`config.mk`:
```
export PLATFORM = sky130hd
export DESIGN_NAME = dispatch_stage
export DESIGN_NICKNAME = d
export VERILOG_FILES = /design/src/rtl/dispatch_stage_pkg.sv /design/src/rtl/dispatch_stage_pick.sv /design/src/rtl/dispatch_stage.sv
export SDC_FILE = /design/constraint.sdc
export NUM_CORES = 1
export LEC_CHECK = 0
export ABC_AREA = 1
export CAP_MARGIN = 25
export CORE_AREA = 2 2 193 195
export DETAILED_ROUTE_END_ITERATION = 8
export DIE_AREA = 0 0 195 197
export GPL_TIMING_DRIVEN = 0
export PLACE_DENSITY = 0.69
export REMOVE_ABC_BUFFERS = 1
export SYNTH_ARGS = -nofsm -noshare
export SYNTH_HDL_FRONTEND = slang
export SYNTH_SLANG_ARGS = --single-unit
```
`constraint.sdc`:
```
create_clock -name clk -period 22.5 [get_ports clk]
set_input_delay 3.375 -clock clk [delete_from_list [all_inputs] [get_ports clk]]
set_output_delay 3.375 -clock clk [all_outputs]
set_load 0.02 [all_outputs]
```
`src/rtl/dispatch_stage_pkg.sv`:
```
// Shared definitions for the dispatch stage: RS class encodings and index/tag
// width helpers.
package dispatch_stage_pkg;

    typedef enum logic [1:0] {
        CLS_NONE   = 2'b00,
        CLS_CPLX   = 2'b01,
        CLS_FP     = 2'b10,
        CLS_SIMPLE = 2'b11
    } cls_e;

    function automatic int tag_w(input int depth);
        return (depth <= 2) ? 1 : $clog2(depth);
    endfunction

    function automatic int idx_w(input int a, input int b, input int c);
        int m;
        m = (a > b) ? a : b;
        m = (m > c) ? m : c;
        return (m <= 1) ? 1 : $clog2(m);
    endfunction

endpackage

```
`src/rtl/dispatch_stage_pick.sv`:
```
// Lowest-index free-entry finder for one RS class; masked bits are treated as
// already taken.
module rs_pick_lowest #(
    parameter int W     = 2,
    parameter int IDX_W = 1
) (
    input  logic [W-1:0]     free_i,
    input  logic [W-1:0]     mask_i,
    output logic             found_o,
    output logic [IDX_W-1:0] idx_o
);

    logic [W-1:0] avail;

    assign avail   = free_i & ~mask_i;
    assign found_o = |avail;

    always_comb begin
        idx_o = '0;
        for (int i = W - 1; i >= 0; i--) begin
            if (avail[i]) idx_o = IDX_W'(i);
        end
    end

endmodule

```
`src/rtl/dispatch_stage.sv`:
```
// Dual-slot dispatch stage: stages one decoded pair, picks RS entries by
// priority and hands out in-order ROB tags.
module dispatch_stage
    import dispatch_stage_pkg::*;
#(
    parameter int DATA_W         = 114,
    parameter int N_CPLX         = 2,
    parameter int N_SIMPLE       = 2,
    parameter int N_FP           = 2,
    parameter int ROB_DEPTH      = 16,
    parameter int SIMPLE_TO_CPLX = 1,
    localparam int IDX_W = idx_w(N_CPLX, N_SIMPLE, N_FP),
    localparam int TAG_W = tag_w(ROB_DEPTH)
) (
    input  logic                clk,
    input  logic                rst,
    input  logic                in_valid,
    output logic                in_ready,
    input  logic                inst_a_vld,
    input  logic                inst_b_vld,
    input  logic [1:0]          inst_a_ctrl,
    input  logic [1:0]          inst_b_ctrl,
    input  logic [DATA_W-1:0]   inst_a_data,
    input  logic [DATA_W-1:0]   inst_b_data,
    input  logic [N_CPLX-1:0]   cplx_empty,
    input  logic [N_SIMPLE-1:0] simple_empty,
    input  logic [N_FP-1:0]     fp_empty,
    input  logic [1:0]          commit_cnt,
    input  logic                flush,
    output logic                wr_a_en,
    output logic                wr_b_en,
    output logic [1:0]          wr_a_cls,
    output logic [1:0]          wr_b_cls,
    output logic [IDX_W-1:0]    wr_a_idx,
    output logic [IDX_W-1:0]    wr_b_idx,
    output logic [TAG_W-1:0]    wr_a_rob,
    output logic [TAG_W-1:0]    wr_b_rob,
    output logic [DATA_W-1:0]   wr_a_data,
    output logic [DATA_W-1:0]   wr_b_data,
    output logic [TAG_W-1:0]    rob_tail,
    output logic [TAG_W:0]      rob_count,
    output logic                stall_a,
    output logic                stall_b
);

    localparam int CNT_W = TAG_W + 1;
    localparam logic [N_CPLX-1:0]   ONE_C = N_CPLX'(1);
    localparam logic [N_SIMPLE-1:0] ONE_S = N_SIMPLE'(1);
    localparam logic [N_FP-1:0]     ONE_F = N_FP'(1);

    typedef struct packed {
        logic             ok;
        cls_e             cls;
        logic [IDX_W-1:0] idx;
    } sel_t;

    logic              pend_a_q, pend_b_q, pend_a_d, pend_b_d;
    cls_e              cls_a_q, cls_b_q;
    logic [DATA_W-1:0] data_a_q, data_b_q;
    logic [TAG_W-1:0]  tail_q, head_q, tail_d, head_d;
    logic [CNT_W-1:0]  count_q, count_d;

    logic              ca_f, sa_f, fa_f, cb_f, sb_f, fb_f;
    logic [IDX_W-1:0]  ca_i, sa_i, fa_i, cb_i, sb_i, fb_i;
    logic [N_CPLX-1:0]   cplx_mask_b;
    logic [N_SIMPLE-1:0] simple_mask_b;
    logic [N_FP-1:0]     fp_mask_b;
    sel_t              sel_a, sel_b;
    logic              disp_a, disp_b, a_block, rob_ok_a, rob_ok_b, capture;
    logic [1:0]        ndisp;

    // Simple ops fall back to a complex entry only when no simple entry is free.
    function automatic sel_t select(input cls_e c,
                                    input logic cf, input logic [IDX_W-1:0] ci,
                                    input logic sf, input logic [IDX_W-1:0] si,
                                    input logic ff, input logic [IDX_W-1:0] fi);
        sel_t s;
        s = '{ok: 1'b0, cls: CLS_NONE, idx: '0};
        case (c)
            CLS_CPLX: s = '{ok: cf, cls: CLS_CPLX, idx: ci};
            CLS_FP:   s = '{ok: ff, cls: CLS_FP, idx: fi};
            CLS_SIMPLE: begin
                if (sf)                            s = '{ok: 1'b1, cls: CLS_SIMPLE, idx: si};
                else if (SIMPLE_TO_CPLX != 0 && cf) s = '{ok: 1'b1, cls: CLS_CPLX, idx: ci};
            end
            default: s = '{ok: 1'b0, cls: CLS_NONE, idx: '0};
        endcase
        return s;
    endfunction

    rs_pick_lowest #(.W(N_CPLX),   .IDX_W(IDX_W)) u_cplx_a   (.free_i(cplx_empty),   .mask_i('0),            .found_o(ca_f), .idx_o(ca_i));
    rs_pick_lowest #(.W(N_SIMPLE), .IDX_W(IDX_W)) u_simple_a (.free_i(simple_empty), .mask_i('0),            .found_o(sa_f), .idx_o(sa_i));
    rs_pick_lowest #(.W(N_FP),     .IDX_W(IDX_W)) u_fp_a     (.free_i(fp_empty),     .mask_i('0),            .found_o(fa_f), .idx_o(fa_i));
    rs_pick_lowest #(.W(N_CPLX),   .IDX_W(IDX_W)) u_cplx_b   (.free_i(cplx_empty),   .mask_i(cplx_mask_b),   .found_o(cb_f), .idx_o(cb_i));
    rs_pick_lowest #(.W(N_SIMPLE), .IDX_W(IDX_W)) u_simple_b (.free_i(simple_empty), .mask_i(simple_mask_b), .found_o(sb_f), .idx_o(sb_i));
    rs_pick_lowest #(.W(N_FP),     .IDX_W(IDX_W)) u_fp_b     (.free_i(fp_empty),     .mask_i(fp_mask_b),     .found_o(fb_f), .idx_o(fb_i));

    assign sel_a = select(cls_a_q, ca_f, ca_i, sa_f, sa_i, fa_f, fa_i);
    assign sel_b = select(cls_b_q, cb_f, cb_i, sb_f, sb_i, fb_f, fb_i);

    // ROB room is judged on the registered count; same-cycle commits free space next cycle.
    assign rob_ok_a = count_q < CNT_W'(ROB_DEPTH);
    assign rob_ok_b = disp_a ? (count_q < CNT_W'(ROB_DEPTH - 1)) : rob_ok_a;
    assign disp_a   = pend_a_q & sel_a.ok & rob_ok_a & ~flush;
    assign a_block  = pend_a_q & ~disp_a;
    assign disp_b   = pend_b_q & ~a_block & sel_b.ok & rob_ok_b & ~flush;
    assign ndisp    = {1'b0, disp_a} + {1'b0, disp_b};

    assign cplx_mask_b   = (disp_a && sel_a.cls == CLS_CPLX)   ? (ONE_C << sel_a.idx) : '0;
    assign simple_mask_b = (disp_a && sel_a.cls == CLS_SIMPLE) ? (ONE_S << sel_a.idx) : '0;
    assign fp_mask_b     = (disp_a && sel_a.cls == CLS_FP)     ? (ONE_F << sel_a.idx) : '0;

    assign in_ready = ~a_block & ~(pend_b_q & ~disp_b);
    assign capture  = in_valid & in_ready & ~flush;
    assign stall_a  = a_block;
    assign stall_b  = pend_b_q & ~disp_b;

    assign wr_a_en   = disp_a;
    assign wr_b_en   = disp_b;
    assign wr_a_cls  = disp_a ? sel_a.cls : CLS_NONE;
    assign wr_b_cls  = disp_b ? sel_b.cls : CLS_NONE;
    assign wr_a_idx  = disp_a ? sel_a.idx : '0;
    assign wr_b_idx  = disp_b ? sel_b.idx : '0;
    assign wr_a_rob  = disp_a ? tail_q : '0;
    assign wr_b_rob  = disp_b ? (disp_a ? tail_q + TAG_W'(1) : tail_q) : '0;
    assign wr_a_data = disp_a ? data_a_q : '0;
    assign wr_b_data = disp_b ? data_b_q : '0;
    assign rob_tail  = tail_q;
    assign rob_count = count_q;

    always_comb begin
        pend_a_d = pend_a_q & ~disp_a;
        pend_b_d = pend_b_q & ~disp_b;
        head_d   = head_q + TAG_W'(commit_cnt);
        tail_d   = tail_q + TAG_W'(ndisp);
        count_d  = count_q + CNT_W'(ndisp) - CNT_W'(commit_cnt);
        if (capture) begin
            pend_a_d = inst_a_vld & (inst_a_ctrl != CLS_NONE);
            pend_b_d = inst_b_vld & (inst_b_ctrl != CLS_NONE);
        end
        if (flush) begin
            pend_a_d = 1'b0;
            pend_b_d = 1'b0;
            count_d  = '0;
            tail_d   = head_d;
        end
    end

    always_ff @(posedge clk or posedge rst) begin
        if (rst) begin
            pend_a_q <= 1'b0;
            pend_b_q <= 1'b0;
            head_q   <= '0;
            tail_q   <= '0;
            count_q  <= '0;
        end else begin
            pend_a_q <= pend_a_d;
            pend_b_q <= pend_b_d;
            head_q   <= head_d;
            tail_q   <= tail_d;
            count_q  <= count_d;
        end
    end

    always_ff @(posedge clk) begin
        if (capture) begin
            cls_a_q  <= cls_e'(inst_a_ctrl);
            cls_b_q  <= cls_e'(inst_b_ctrl);
            data_a_q <= inst_a_data;
            data_b_q <= inst_b_data;
        end
    end

    a_commit_legal: assert property (@(posedge clk) disable iff (rst)
        (commit_cnt != 2'd3) && (CNT_W'(commit_cnt) <= count_q));

endmodule
```
==> Word-level counts from Yosys, hierarchy flattened <==
Cells that the tools add are included.
{ "totals": {"reg_bits": 247, "latchBits": 0, "mem_bits_rw": 0, "rom_bits": 0, "inputBits": 246, "output_inout_bits": 256, "word_cells": 100, "memories": 0} }
{ "op_classes": {"addsub": 6, "mul": 0, "n_div": 0, "magnitude_cmp": 2, "eq_ne": 9, "shift": 1, "n_mux": 37, "bitwise_logic": 25, "reduce_logical": 11} }
{ "op_table": {"columns": ["operator", "n"], "rows": [
  ["114-bit 2-to-1 mux", 2],
  ["4-bit 2-to-1 mux", 8],
  ["4-bit one-hot mux with 3 select lines", 2],
  ["1-bit 2-to-1 mux", 19],
  ["1-bit AND", 14],
  ["2-bit == test, second input constant", 6],
  ["2-bit OR reduction", 6],
  ["2-bit 2-to-1 mux", 5],
  ["4-bit by 2-bit adder with 4-bit output", 2],
  ["2-bit AND", 3],
  ["2-bit by 1-bit == test with 1-bit output, second input constant", 3],
  ["2-bit inverter", 3],
  ["5-bit by 2-bit adder with 5-bit output", 1],
  ["5-bit by 4-bit less-than comparator with 1-bit output, second input constant", 1],
  ["5-bit less-than comparator, second input constant", 1],
  ["5-bit 2-to-1 mux", 1],
  ["1-bit inverter", 5],
  ["5-bit by 2-bit subtractor with 5-bit output", 1],
  ["4-bit by 1-bit adder with 4-bit output, second input constant", 1],
  ["2-bit nonzero test", 2],
  ["1-bit logical AND", 3],
  ["1-bit by 1-bit adder with 2-bit output", 1],
  ["1-bit by 1-bit left shift with 2-bit output, first input constant", 1]
]} }

==> Depth between registers and ports, before layout <==
Gate-level depths: netlist of the first run.
{ "depth": {"ltp_word": 28, "mapped_depth": 26, "mapped_depth_nobuf": 24} }

==> By module <==
Synthesis of the first run repeated with hierarchy kept, for this count alone.
{ "hier_totals": {"cells_unflattened": 950, "area_unflattened_um2": 10603.9} }
{ "by_module_without_submodules": {"columns": ["mod", "instances", "cells_per_inst", "area_each_um2", "seq_area_each_um2"], "rows": [
  ["dispatch_stage", 1, 902, 10408.7, 7342.0],
  ["rs_pick_lowest", 6, 8, 32.5, 0.0]
]} }

==> Least setup slack after synthesis of the first run <==
OpenSTA, ideal clock, no wires.
{ "synth_path": {"path_type": "input to register", "from": "input port flush", "to": "register cls_a_q[0] (enable)", "setup_time_ns": 1.109, "t_arrival_ns": 20.291, "required_time_ns": 21.391, "slack_ns": 1.100, "cell_stages": 11, "n_path_buf": 0, "cell_sequence": "inv_2 > nand2_1 > nor3_4 > inv_2 > nor2_4 > nor2_1 > nor3_1 > nand2_1 > nand2_1 > nand2_1 > nor3_1"} }
{ "synth_between": {"elab_cells_between_ends": 34, "cone_classes": "7 x mux; 21 x bitwise; 6 x reduce/logical"} }
{ "synth_rtl": {"columns": ["item", "line_no", "text"], "rows": [
  ["start: declaration", "dispatch_stage.sv:29", "input logic flush,"],
  ["1-bit inverter (*)", "dispatch_stage.sv:104", "assign disp_a = pend_a_q & sel_a.ok & rob_ok_a & ~flush;"],
  ["1-bit AND (*)", "dispatch_stage.sv:104", null],
  ["net wr_a_en", "dispatch_stage.sv:30", "output logic wr_a_en,"],
  ["1-bit inverter (*)", "dispatch_stage.sv:105", "assign a_block = pend_a_q & ~disp_a;"],
  ["1-bit AND (*)", "dispatch_stage.sv:105", null],
  ["net stall_a", "dispatch_stage.sv:42", "output logic stall_a,"],
  ["1-bit inverter (*)", "dispatch_stage.sv:106, dispatch_stage.sv:113", null],
  ["1-bit AND (4 in a row)", "dispatch_stage.sv:106", "assign disp_b = pend_b_q & ~a_block & sel_b.ok & rob_ok_b & ~flush;"],
  ["1-bit inverter", "dispatch_stage.sv:113", "assign in_ready = ~a_block & ~(pend_b_q & ~disp_b);"],
  ["1-bit AND", "dispatch_stage.sv:113", null],
  ["1-bit inverter", "dispatch_stage.sv:113", null],
  ["1-bit AND (*)", "dispatch_stage.sv:113", null],
  ["1-bit AND (*) (2 in a row)", "dispatch_stage.sv:114", "assign capture = in_valid & in_ready & ~flush;"],
  ["end signal: assignment", "dispatch_stage.sv:167", "cls_a_q <= cls_e'(inst_a_ctrl);"],
  ["end: declaration", "dispatch_stage.sv:58", "cls_e cls_a_q, cls_b_q;"]
]} }
The timed path passes the listed nets; every way through them passes the cells marked *.
A chain may end at the register's enable or synchronous reset.

==> Final worst setup path of the first run <==
{ "layout_path": {"from": "input port flush", "to": "output port wr_b_data[79]"} }
{ "layout_between": {"elab_chain_cells": 14, "elab_cells_between_ends": 29, "cone_classes": "8 x mux; 15 x bitwise; 6 x reduce/logical"} }
{ "layout_rtl": {"columns": ["item", "line_no", "text"], "rows": [
  ["1-bit inverter (*)", "dispatch_stage.sv:104, dispatch_stage.sv:106", null],
  ["1-bit AND", "dispatch_stage.sv:104", null],
  ["1-bit logical AND", "dispatch_stage.sv:109", "assign cplx_mask_b = (disp_a && sel_a.cls == CLS_CPLX) ? (ONE_C << sel_a.idx) : '0;"],
  ["2-bit 2-to-1 mux", "dispatch_stage.sv:109", null],
  ["2-bit inverter", "dispatch_stage_pick.sv:15", "assign avail = free_i & ~mask_i;"],
  ["2-bit AND", "dispatch_stage_pick.sv:15", null],
  ["2-bit OR reduction", "dispatch_stage_pick.sv:16", "assign found_o = |avail;"],
  ["4-bit 2-to-1 mux", "dispatch_stage.sv:84", "else if (SIMPLE_TO_CPLX != 0 && cf) s = '{ok: 1'b1, cls: CLS_CPLX, idx: ci};"],
  ["4-bit 2-to-1 mux", "dispatch_stage.sv:83", "if (sf) s = '{ok: 1'b1, cls: CLS_SIMPLE, idx: si};"],
  ["4-bit one-hot mux with 3 select lines", "dispatch_stage.sv:79", "case (c)"],
  ["1-bit AND (2 in a row)", "dispatch_stage.sv:106", null],
  ["1-bit AND (*)", "dispatch_stage.sv:106", null],
  ["114-bit 2-to-1 mux (*)", "dispatch_stage.sv:127", "assign wr_b_data = disp_b ? data_b_q : '0;"],
  ["end: declaration", "dispatch_stage.sv:39", "output logic [DATA_W-1:0] wr_b_data,"]
]} }
Mark *: on every way between the ends. The rest lies on a longest branch, timed or not.

==> metrics, run 1 <==
outcome=finished clean; Place WS=11.56 ns; CP startpoint=flush; first-pass GRT wire length=~47000 um; largest vdd supply drop=about 0.00005 V; destination of the worst register-to-register timing path=data_a_q[40]; transition time at the pin with the least slew margin=around 0.79 ns; post-route minimum period=10.83 ns; Seq/Total Area, Yosys=a little under three quarters; number of setup violations in the final report=0; IO Count=between 500 and 600; share of power burned in the clock network=about two fifths; hold endpoint=head_q[3]; Final Hold Viols=0; length of the first detailed-routing pass in iterations=5; worst slew margin relative to its limit=approximately 47%; crit path max fanout=between 60 and 70; highest cell delay on the worst timing path=between 0.8 and 0.9 ns; met2 track demand over resource=28.3%; maximum number of pins on one net before global-route repair=66; placed instance area=16100 sq um; Max Clock Skew=between 0.01 and 0.015 ns; Layout Cell Area excl Fill=17000 sq um; hold_sp=head_q[3]; setup repair after global routing missed its margin=false; Setup Buffers After CTS=0; series of cell instances along the critical path=clkdlybuf4s50_1 > inv_2 > nand2_1 > nor3_4 > nand2_4 > nor2_1 > nor3_1 > nand2_4 > buf_16 > nor2_1 > clkdlybuf4s50_1; half-perimeter wire length after placement=24400 um; origin of the critical flop-to-flop path=cls_a_q[1]; critical path start-end classification=in -> out; Final #Nets=between 1500 and 2000; GR Util met1=17.4%; fraction of layout cells with a size suffix above 1=under 10%; number of max-cap violations=0; Clock Sink Count=about 250; dominant cells by area after synthesis=edfxtp_1 68%, inv_1 10%, nor2_1 9.6%, dfrtp_1 3.6%, nand2_1 1.8%; switching power=0.000276 W; max-slew violations=0; area growth from synthesis to final layout=64.8%; overall fraction of global-route tracks in use=around 16%; R2R depth=20; antenna violations before repair=7; quantity of I/O buffers inserted on ports=501; clock-pin slew on the worst setup and hold paths=0.06 ns; Rows=70; Routability Congestion=roughly 0.89; Hold Buf Count CTS=0; top-area cell type share of the netlist area=67.7%; number of standard cells in the layout, taps in and fillers out=1954; Leak=around 7.2 nW; GRT met3 Usage=under 10%; clock latency reported for the late side of the worst-skew pair=0.55 ns; PostCTS Resize Cnt=0; Syn Area/Cell=around 11 sq um; number of cells traversed by the worst hold path=1; number of global-route vias before repair=between 8000 and 9000; Die Ht=a little under 200 um; DRC violations left=0; Chip Width=~200 um; final setup slack of the worst path=between 10 and 15 ns; CTS Buf Count=29; cell area power density=68.1 nW/um^2; detail-routed net length per standard cell=around 16 um; number of DRC markers after the initial detailed-route iteration=around 370; required arrival time at the worst endpoint=19.12 ns; library cells used by synthesis=29; overall power consumption=about 0.0012 W; remaining global-route overflow=0; total die area=about 38000 sq um; data arrival time of the critical path=about 7.5 ns; part of the power in combinational logic=a little over an eighth; CTS max path bufs=3; number of warning messages in the yosys log=0; DR vias/cell=between 4 and 5; maximum frequency from static timing analysis=slightly above 90 MHz; internal power=about 0.00088 W; crit path capture type=output port; Net Sw Frac=a little under a quarter; Post-Place Cells=1900; H-Tree Level Count=1; placeable core region=approximately 36000 sq um; netlist area before placement=roughly 10000 sq um; post-synthesis register bit count=about 250; number of standard cells after synthesis=a little over 900; Initial Utilization=between 20% and 30%; largest area contributor in the netlist=edfxtp_1; GRT Max-Usage Layer=met2; critical path's slowest cell=clkdlybuf4s50_1; TritonCTS clock tree=done; sequential share of power=48.1%; critical path startpoint category=input pin; detailed-route via count=8173; antenna-violating nets left=0; Tightest Hold Check Type=reg -> reg; WL final=31500 um; share of the clock period used by the worst path after layout=between 40% and 50%; R2R Setup Slk=17.13 ns; CTS root buf=clkbuf_16
## critical path: cells and delay by family
kind,cells,cell delay [ns]
buffers and inverters,4,2.04
and+or+nand+nor,7,1.95
## metrics by stage
step / utilization, % / hold slack (ns) / TNS [ns]
after floorplan: - / 0.444 / -529.55
after global placement: 43.3 / 0.465 / -3117.93
after detailed placement: 44.3 / 0.467 / 0
after CTS: 46.8 / 0.476 / 0
after global routing: 46.8 / 0.510 / 0
final: 46.8 / 0.474 / 0
## cells in the final DEF, fill, tap and decap left out, types with 9 or more instances in the layout
| cell | synthesis | layout |
|---|---|---|
| a21oi_1 | 9 | 9 |
| buf_6 | 9 | 18 |
| clkbuf_16 | 0 | 29 |
| clkdlybuf4s50_1 | 0 | 501 |
| dfrtp_1 | 15 | 15 |
| edfxtp_1 | 232 | 232 |
| ha_1 | 11 | 11 |
| inv_1 | 274 | 274 |
| nand2_1 | 48 | 46 |
| nand3_1 | 9 | 9 |
| nor2_1 | 263 | 263 |
## cells in the mapped netlist, drive strengths merged
master  number
inv        278
nor2       265
edfxtp     232
nand2       48
dfrtp       15
clkbuf      14
buf         13
ha          11
a21oi        9
nand3        9
o21ai        9
nand4        5
xor2         5
a211oi       4
fa           4
nor3         4
xnor2        2
a31oi        1
clkinv       1
o21a         1
o31ai        1
o41ai        1
or2          1
## how the worst max path moves through the flow
stage	end	slack [ns]	cells past startpoint
floorplan	cls_a_q[0]	-2.28	11
global placement	data_a_q[13]	-13.47	11
detailed placement	wr_b_data[79]	11.56	11
CTS	wr_b_data[79]	11.54	11
global route	wr_b_data[79]	11.34	11
finish	wr_b_data[79]	11.67	11
## area by class of cell
class | instances | area, sq um
Clock buffer | 34 | 744
Tap cell | 468 | 586
Antenna cell | 2 | 5.00
Multi-Input combinational cell | 380 | 1750
Clock inverter | 18 | 145
Fill cell | 3323 | 19300
Timing Repair Buffer | 526 | 5340
Sequential cell | 247 | 7340
Inverter | 279 | 1050
## cells by family after synthesis
family	after synthesis	synth area share, %
AO/OA/AOI/OAI	26	1.46
flip-flops	247	71.3
adder cells (fa/ha/maj)	15	2.12
buffers and inverters	306	11.9
XOR/XNOR	7	0.596
AND/OR/NAND/NOR	332	12.6
## routing by layer
layer  up-vias  wire, um
li1       3904         -
met2       416     15700
met1      3769     11700
met4         6       965
met5         -        40
met3        78      3070
## power by group through the flow
stage	Clock [W]	Combinational, W	Sequential, W
after floorplan	0	0.0000602	0.000580
after global placement	0	0.000146	0.000583
after detailed placement	0	0.000158	0.000565
after CTS	0.000458	0.000159	0.000555
after global routing	0.000474	0.000173	0.000558
final	0.000443	0.000157	0.000555
## registers in the layout, indices dropped and copies added (netlist names)
name,flops
rob_count,5
cls_a_q,2
pend_b_q,1
pend_a_q,1
data_b_q,114
head_q,4
cls_b_q,2
data_a_q,114
rob_tail,4
No activity file was read; power rests on OpenSTA's default activity.
==> inputs of run 2 (changes only) <==
CORE_AREA = 2 2 197 199   (was 2 2 193 195)
DIE_AREA = 0 0 199 201   (was 0 0 195 197)
clock period = 9.1 ns   (was 22.5 ns; I/O delays follow)
==> run 2 against run 1 <==
Compared with the run above:
- clock skew is 0.00075 ns lower
- largest power group unchanged
- combinational power is 140% higher
- die area is 4.1% higher
- critical path type unchanged
- clock power is 140% higher
==> metrics, run 2 (same netlist as run 1, synthesis figures left out) <==
outcome=finished clean; Clock Sink Count=247 (unchanged); number of setup violations in the final report=0 (unchanged); crit path capture type=output port; required arrival time at the worst endpoint=7.74 ns (-11.38 ns); first-pass GRT wire length=46800 um (-0.88%); Post-Route M1 WL=11600 um (-0.83%); setup TNS=0 ns (unchanged); maximum frequency from static timing analysis=approximately 150 MHz; detail-routed net length per standard cell=15.6 um (-3.1%); CTS root buf=clkbuf_16; fraction of layout cells with a size suffix above 1=4.86% (-0.39 points); transition time at the pin with the least slew margin=0.608 ns (-0.185 ns); uppermost layer routed=met5; Chip Width=199 um (+2.1%); number of DRC markers after the initial detailed-route iteration=354 (-4.6%); setup repair after global routing missed its margin=false; WL final=31200 um (-0.81%); Leak=7.15 nW (-0.33%); highest cell delay on the worst timing path=0.82 ns (about the same); clock-pin slew on the worst setup and hold paths=0.06 ns (about the same); Post-Place Cells=1949 (+2.6%); TritonCTS clock tree=done; Layout Cell Area excl Fill=17000 sq um (+0.14%); half-perimeter wire length after placement=23900 um (-2.0%); share of the clock period used by the worst path after layout=71.8%; PostCTS Resize Cnt=0 (unchanged); data arrival time of the critical path=5.17 ns (-2.28 ns); maximum number of pins on one net before global-route repair=91 (+38%); Die Ht=201 um (+2.0%); number of standard cells in the layout, taps in and fillers out=2000 (+2.4%); DR vias/cell=4.06 (-2.9%); antenna violations before repair=4 (-3); worst slew margin relative to its limit=59.5% (+12 points); Initial Utilization=27.0% (-1.4 points); destination of the worst register-to-register timing path=data_b_q[113]; R2R depth=19 (-5.0%); R2R Setup Slk=4.17 ns (-12.96 ns); number of max-cap violations=0 (unchanged); number of global-route vias before repair=8516 (+0.78%); largest vdd supply drop=0.000144 V (+190%); H-Tree Level Count=1 (unchanged); length of the first detailed-routing pass in iterations=5 (unchanged); most used cells in the layout excluding fill and tap cells=501 x clkdlybuf4s50_1, 274 x inv_1, 263 x nor2_1, 232 x edfxtp_1, 46 x nand2_1; critical path start-end classification=in -> out; total met2 wirelength after detailed routing=15700 um (-0.41%); critical path's slowest cell=clkdlybuf4s50_1; critical path startpoint category=input pin; quantity of I/O buffers inserted on ports=501 (unchanged); post-route minimum period=~6.5 ns; CTS max path bufs=3 (unchanged); antenna-violating nets left=0 (unchanged); placed instance area=16100 sq um (+0.27%); Rows=72 (+2.9%); Setup Buffers After CTS=0 (unchanged); overall fraction of global-route tracks in use=15.1% (-0.72 points); Detail Route met3 WL=2990 um (-2.5%); placeable core region=38100 sq um (+5.1%); Final #Nets=1722 (-0.12%); worst hold slack=0.475 ns (+0.00123 ns); origin of the critical flop-to-flop path=cls_a_q[1]; area growth from synthesis to final layout=65.0%; number of buffer and inverter instances along the worst setup path=4 (unchanged); Max Clock Skew=0.0119 ns (-0.000750 ns); clock latency reported for the late side of the worst-skew pair=0.54 ns (about the same); total die area=40000 sq um (+4.1%); max-slew violations=0 (unchanged); most common library cell in the layout ignoring fill and taps=clkdlybuf4s50_1; series of cell instances along the critical path=clkdlybuf4s50_1 > inv_2 > nand2_1 > nor3_4 > nand2_4 > nor2_1 > nor3_1 > nand2_4 > buf_16 > nor2_1 > clkdlybuf4s50_1; DRC violations left=0 (unchanged); CTS Buf Count=28 (-3.4%); crit path max fanout=90 (+38%); Final Hold Viols=0 (unchanged); IO Count=502 (unchanged); hold endpoint=head_q[3]; Routability Congestion=0.888 (about the same); cell area power density=167 nW/um^2 (+140%); remaining global-route overflow=0 (unchanged); kind of cell adding the most delay to the critical path=buffers and inverters; number of cells traversed by the worst hold path=1 (unchanged); Tightest Hold Check Type=reg -> reg; detailed-route via count=8121 (-0.64%); hold_sp=head_q[3]; Hold Buf Count CTS=0 (unchanged)
[run 2: area by class of cell]
class | instances | area [sq um]
Antenna cell | 1 | 2.50
Clock buffer | 34 | 744
Clock inverter | 16 | 128
Fill cell | 3556 | 21100
Inverter | 279 | 1050
Multi-Input combinational cell | 380 | 1750
Sequential cell | 247 | 7340
Tap cell | 518 | 648
Timing Repair Buffer | 525 | 5320
[run 2: worst register-to-register path: stages, from the launching register on]
cell and delay, ns:
edfxtp_1 0.42, inv_1 0.13, nor2_2 0.07, nand2_1 0.11, nand3_1 0.22, nand2_4 0.52
nor2_1 0.14, nor3_1 0.33, nand2_4 0.34, nand2_1 0.27, nand2_1 0.14, nor3_2 0.45
buf_6 0.24, buf_6 0.18, buf_6 0.18, buf_6 0.18, buf_6 0.18, buf_6 0.20
buf_8 0.18, buf_8 0.16
[run 2: power breakdown]
part	internal [W]	total, W	switching [W]	leakage [nW]
sequential	0.00133	0.00137	0.0000372	2.35
combinational	0.000201	0.000384	0.000183	4.39
clock	0.000633	0.00108	0.000446	0.416
[run 2: per-layer routing]
layer	track usage (%)	up-vias
li1	-	3891
met1	16.5	3771
met2	27.1	388
met3	5.01	69
met4	5.62	2
met5	0	-
[run 2: metrics by stage]
stage | power (W) | util (%) | setup WS (ns)
2_1_floorplan | 0.00158 | - | -13.67
3_3_place_gp | 0.00180 | 41.4 | -25.08
3_5_place_dp | 0.00178 | 42.3 | 2.55
4_1_cts | 0.00288 | 44.6 | 2.57
5_1_grt | 0.00296 | 44.6 | 2.30
6_report | 0.00283 | 44.6 | 2.57
[run 2: how the worst max path moves through the flow]
stage | startpoint | endpoint | cells past startpoint
after global placement | flush | data_a_q[64] | 11
final | flush | wr_b_data[15] | 11
after floorplan | fp_empty[1] | cls_a_q[0] | 11
after detailed placement | flush | data_b_q[58] | 19
after CTS | flush | wr_b_data[15] | 11
after global routing | flush | wr_b_data[15] | 15
==> RTL change 1: new RTL, config.mk and constraints of run 1 <==
Make the reset (`rst`) synchronous in one clocked block.
--- a/src/rtl/dispatch_stage.sv
+++ b/src/rtl/dispatch_stage.sv
@@ -147,5 +147,5 @@
     end
 
-    always_ff @(posedge clk or posedge rst) begin
+    always_ff @(posedge clk) begin
         if (rst) begin
             pend_a_q <= 1'b0;
Function: differs if rst is asserted again (counterexample within 4 cycles, from zero or initial values and one cycle with rst high); with rst held inactive, the same outputs for 4 cycles.
==> RTL change 1 against run 1 <==
Design area barely moved; via count fell by 2.4%; sequential cell count stayed put; die area unchanged; routed wire length decreased by 3.6%; power is 3.2% lower; worst setup slack improved by 0.45 ns; global-route usage fell by 0.48 points; clock power increased by 9.7%; largest power group unchanged; core utilization barely moved; sequential power fell by 3%; area after synthesis decreased by 0.95%.
==> RTL change 1: results (changes against run 1) <==
setup.worst_path.start_class: "primary input"
ys_types: 30  # +3.4%
outcome: "finished, final reports clean"
layout.nets: 1725  # +0.058%
intPower_mw: 0.887  # +1.0%
dr_wl_met3_um: 2260  # -26%
synth_common_cells: "inv_1 (273), nor2_1 (266), edfxtp_1 (232), nand2_1 (47), dfxtp_1 (15)"
worstMarginPinSlew_ns: 0.666  # -0.127 ns
diodes: 0  # -2
drive_gt1_frac: 0.0512  # -0.00135
netlist_top_cells_area: "edfxtp_1 (68%), inv_1 (10%), nor2_1 (9.8%)"
wl_um: 30400  # -3.6%
antenna_found_initial: 1  # -6
viasPerCell: 4.09  # -2.3%
grt_pass1_wl_um: 45800  # -3.0%
crit_start: "simple_empty[0]"
synth_edf_count: 232  # unchanged
dp_cells: 1902  # +0.11%
min_from: "head_q[3]"
hold_depth: 2  # +1
grt_use_met3: 0.0395  # -0.0154
slowest_delay_ns: 0.64  # -0.18 ns
p_clk_mw: 0.486  # +9.7%
skew_ns: 0.00687  # -0.00578 ns
dp_slack_ns: 12.11  # +0.545 ns
hold_ws_ns: 0.487  # +0.0127 ns
first_pass_iters: 4  # -1
reg2reg_from: "cls_a_q[0]"
critical_path.max_fanout: 79  # +22%
syn_inst: 935  # +0.21%
rrSetupSlack_ns: 17.76  # +0.63 ns
gr-usage-met1: 0.174  # -0.000595
min_to: "head_q[3]"
crit_end: "wr_b_data[10]"
cts_buffers: 28  # -3.4%
grt_start_max_net_pins: 80  # +21%
r2r-end: "data_a_q[73]"
synth-seq-area-share: 0.713  # about the same
fillers: 3320  # -0.090%
grt_pass1_vias: 8381  # -0.82%
synthArstFlopShare: 0  # -0.0607
gp_congestion: 0.820  # -7.6%
ir_worst_vdd_mv: 0.0479  # -3.1%
wl_per_cell_um: 15.6  # -3.5%
timing.final.crit_share: 0.461  # -0.0200
grtUsageTotal: 0.154  # -0.00483
p_switching_mw: 0.231  # -17%
cp.arrival_ns: 7.00  # -0.45 ns
leakage_nw: 7.13  # -0.57%
portBuffers: 501  # unchanged
drt-met1-wl_um: 11400  # -2.3%
drtIter0Drc: 331  # -11%
p_seq_mw: 0.536  # -3%
grtUsageMet2: 0.280  # -0.00251
wl_met2_um: 15800  # +0.13%
dpl.hpwl_um: 23400  # -4.1%
placed_area_um2: 16000  # -0.51%
==> RTL change 1: changes by cell type after synthesis, sizes merged, moves of 2 or more <==
cell	run 1	this run
dfrtp	15	0
dfxtp	0	15
a211oi	4	1
nor2	265	268
a21oi	9	11
nor3	4	6
==> RTL change 1: cell families (layout without fill, tap and decap cells) <==
| family | Yosys count | in the layout | share of synthesized area |
|---|---|---|---|
| AO/OA/AOI/OAI | 26 | 26 | 0.0147 |
| adder cells (fa/ha/maj) | 15 | 15 | 0.0214 |
| AND/OR/NAND/NOR | 337 | 337 | 0.129 |
| buffers and inverters | 303 | 852 | 0.116 |
| flip-flops | 247 | 247 | 0.713 |
| XOR/XNOR | 7 | 7 | 0.00601 |
==> RTL change 1: cell type report <==
type                       count  area, um2  share of cell area
sequential                   247       7270               0.428
timing repair buffer         525       5330               0.314
multi-input combinational    385       1760               0.104
inverter                     277       1040              0.0615
clock buffer                  34        744              0.0439
tap                          468        586              0.0345
clock inverter                16        235              0.0139
==> RTL change 2: new RTL, config.mk and constraints of run 1 <==
Without the edit above. Change the parameter `ROB_DEPTH` from 16 to 32.
--- a/src/rtl/dispatch_stage.sv
+++ b/src/rtl/dispatch_stage.sv
@@ -8,5 +8,5 @@
     parameter int N_SIMPLE       = 2,
     parameter int N_FP           = 2,
-    parameter int ROB_DEPTH      = 16,
+    parameter int ROB_DEPTH      = 32,
     parameter int SIMPLE_TO_CPLX = 1,
     localparam int IDX_W = idx_w(N_CPLX, N_SIMPLE, N_FP),
Ports: changed (resized rob_count, rob_tail, wr_a_rob and wr_b_rob); port bits go from 502 to 506. The function was not compared with the original's and may differ.
==> RTL change 2 against run 1 <==
Routed wire length increased by 1.5%; design area is 1.6% higher; sequential share of layout area is 0.25 points lower; critical path depth up 5; worst setup slack worse by 0.33 ns; via count decreased by 0.21%; synthesized cell count up 2.5%; power is 4.4% higher; area after synthesis up 2.1%; clock skew rose by 0.0019 ns; fmax fell by 3.0%; sequential cell count increased by 3; critical endpoint is now in_ready; largest cell class unchanged.
==> RTL change 2: results (changes against run 1) <==
dp_cells: 1925  # +1.3%
viasPerCell: 4.12  # -1.5%
grt_pass1_vias: 8595  # +1.7%
cts.sinks: 250  # +1.2%
dpl.hpwl_um: 24400  # about the same
seqCellArea_um2: 7420  # +1.0%
synth-seq-area-share: 0.706  # -0.00764
synthArstFlopShare: 0.0720  # +0.0113
nClkBuffers: 33  # -2.9%
intPower_mw: 0.907  # +3.3%
gr-usage-met1: 0.179  # +0.00484
p_seq_mw: 0.565  # +2%
grtUsageTotal: 0.161  # +0.00215
syn_avg_cell_area_um2: 11.0  # -0.34%
placed_area_um2: 16300  # +1.4%
ir_worst_vdd_mv: 0.0626  # +26%
synthXorXnorAreaFrac: 0.00750  # +0.00154
leakage_nw: 7.33  # +2.2%
multi_input_area_share: 0.108  # +0.00482
rrSetupSlack_ns: 16.78  # -0.35 ns
crit_end: "in_ready"
min_from: "head_q[4]"
r2r_cells: 24  # +20%
ys_types: 32  # +10%
hold_ws_ns: 0.462  # -0.0123 ns
grtUsageMet2: 0.286  # +0.00344
worstMarginPinSlew_ns: 0.866  # +0.0729 ns
cp.arrival_ns: 7.79  # +0.34 ns
reg2reg_from: "cls_a_q[0]"
layout.nets: 1753  # +1.7%
seq_share: 0.430  # -0.00253
grt_start_max_net_pins: 81  # +23%
fin_ws_ns: 11.34  # -0.334 ns
netlist_top_cells_area: "edfxtp_1 (66%), inv_1 (9.9%), nor2_1 (9.4%)"
grt_use_met3: 0.0450  # -0.00992
drtIter0Drc: 374  # +0.81%
synth_common_cells: "inv_1 (277), nor2_1 (264), edfxtp_1 (232), nand2_1 (46), dfrtp_1 (18)"
buf_share: 0.311  # -0.00355
buffers: 529  # +0.57%
skew_ns: 0.0145  # +0.00186 ns
grt_pass1_wl_um: 47600  # +0.76%
min_to: "head_q[4]"
nMultiInputCombCells: 394  # +3.7%
portBuffers: 505  # +0.80%
diodes: 1  # -1
outcome: "finished, final reports clean"
combPwrFrac: 0.147  # +0.011
synth_fa_ha_area_frac: 0.0255  # +0.00432
r2r-end: "data_b_q[54]"
num-nonclk-inverters: 284  # +1.8%
fillers: 3298  # -0.75%
first_pass_iters: 4  # -1
powerDensity_nw_per_um2: 69.9  # +2.7%
fin_cells: 1980  # +1.3%
clk_share: 0.0542  # +0.00171
## RTL change 2: cells by family (layout without fill, tap and decap cells)
| kind of cell | count (synthesis) | in the layout |
|---|---|---|
| compound gates | 31 | 31 |
| xor+xnor | 9 | 9 |
| fa+ha+maj | 19 | 19 |
| buf+inv | 312 | 867 |
| flops | 250 | 250 |
| other cells | 0 | 1 |
| simple gates | 335 | 335 |
## RTL change 2: critical path, cell delays in order
cell	delay [ns]
clkdlybuf4s50_1	0.92
inv_2	0.20
nand3_2	0.15
nor2_4	0.05
inv_2	0.09
nor2_8	0.07
inv_4	0.43
buf_16	0.34
nand2_1	0.20
o211ai_1	0.14
clkinv_1	0.13
nand2_4	0.63
nand2_1	0.28
nand2_1	0.18
inv_1	0.05
clkdlybuf4s50_1	0.53
## RTL change 2: per-layer routing
metal | part of all wire | wire, um
met3 | 0.072 | 2310
met1 | 0.38 | 12100
met2 | 0.51 | 16300
met4 | 0.037 | 1180
met5 | 0.00041 | 13
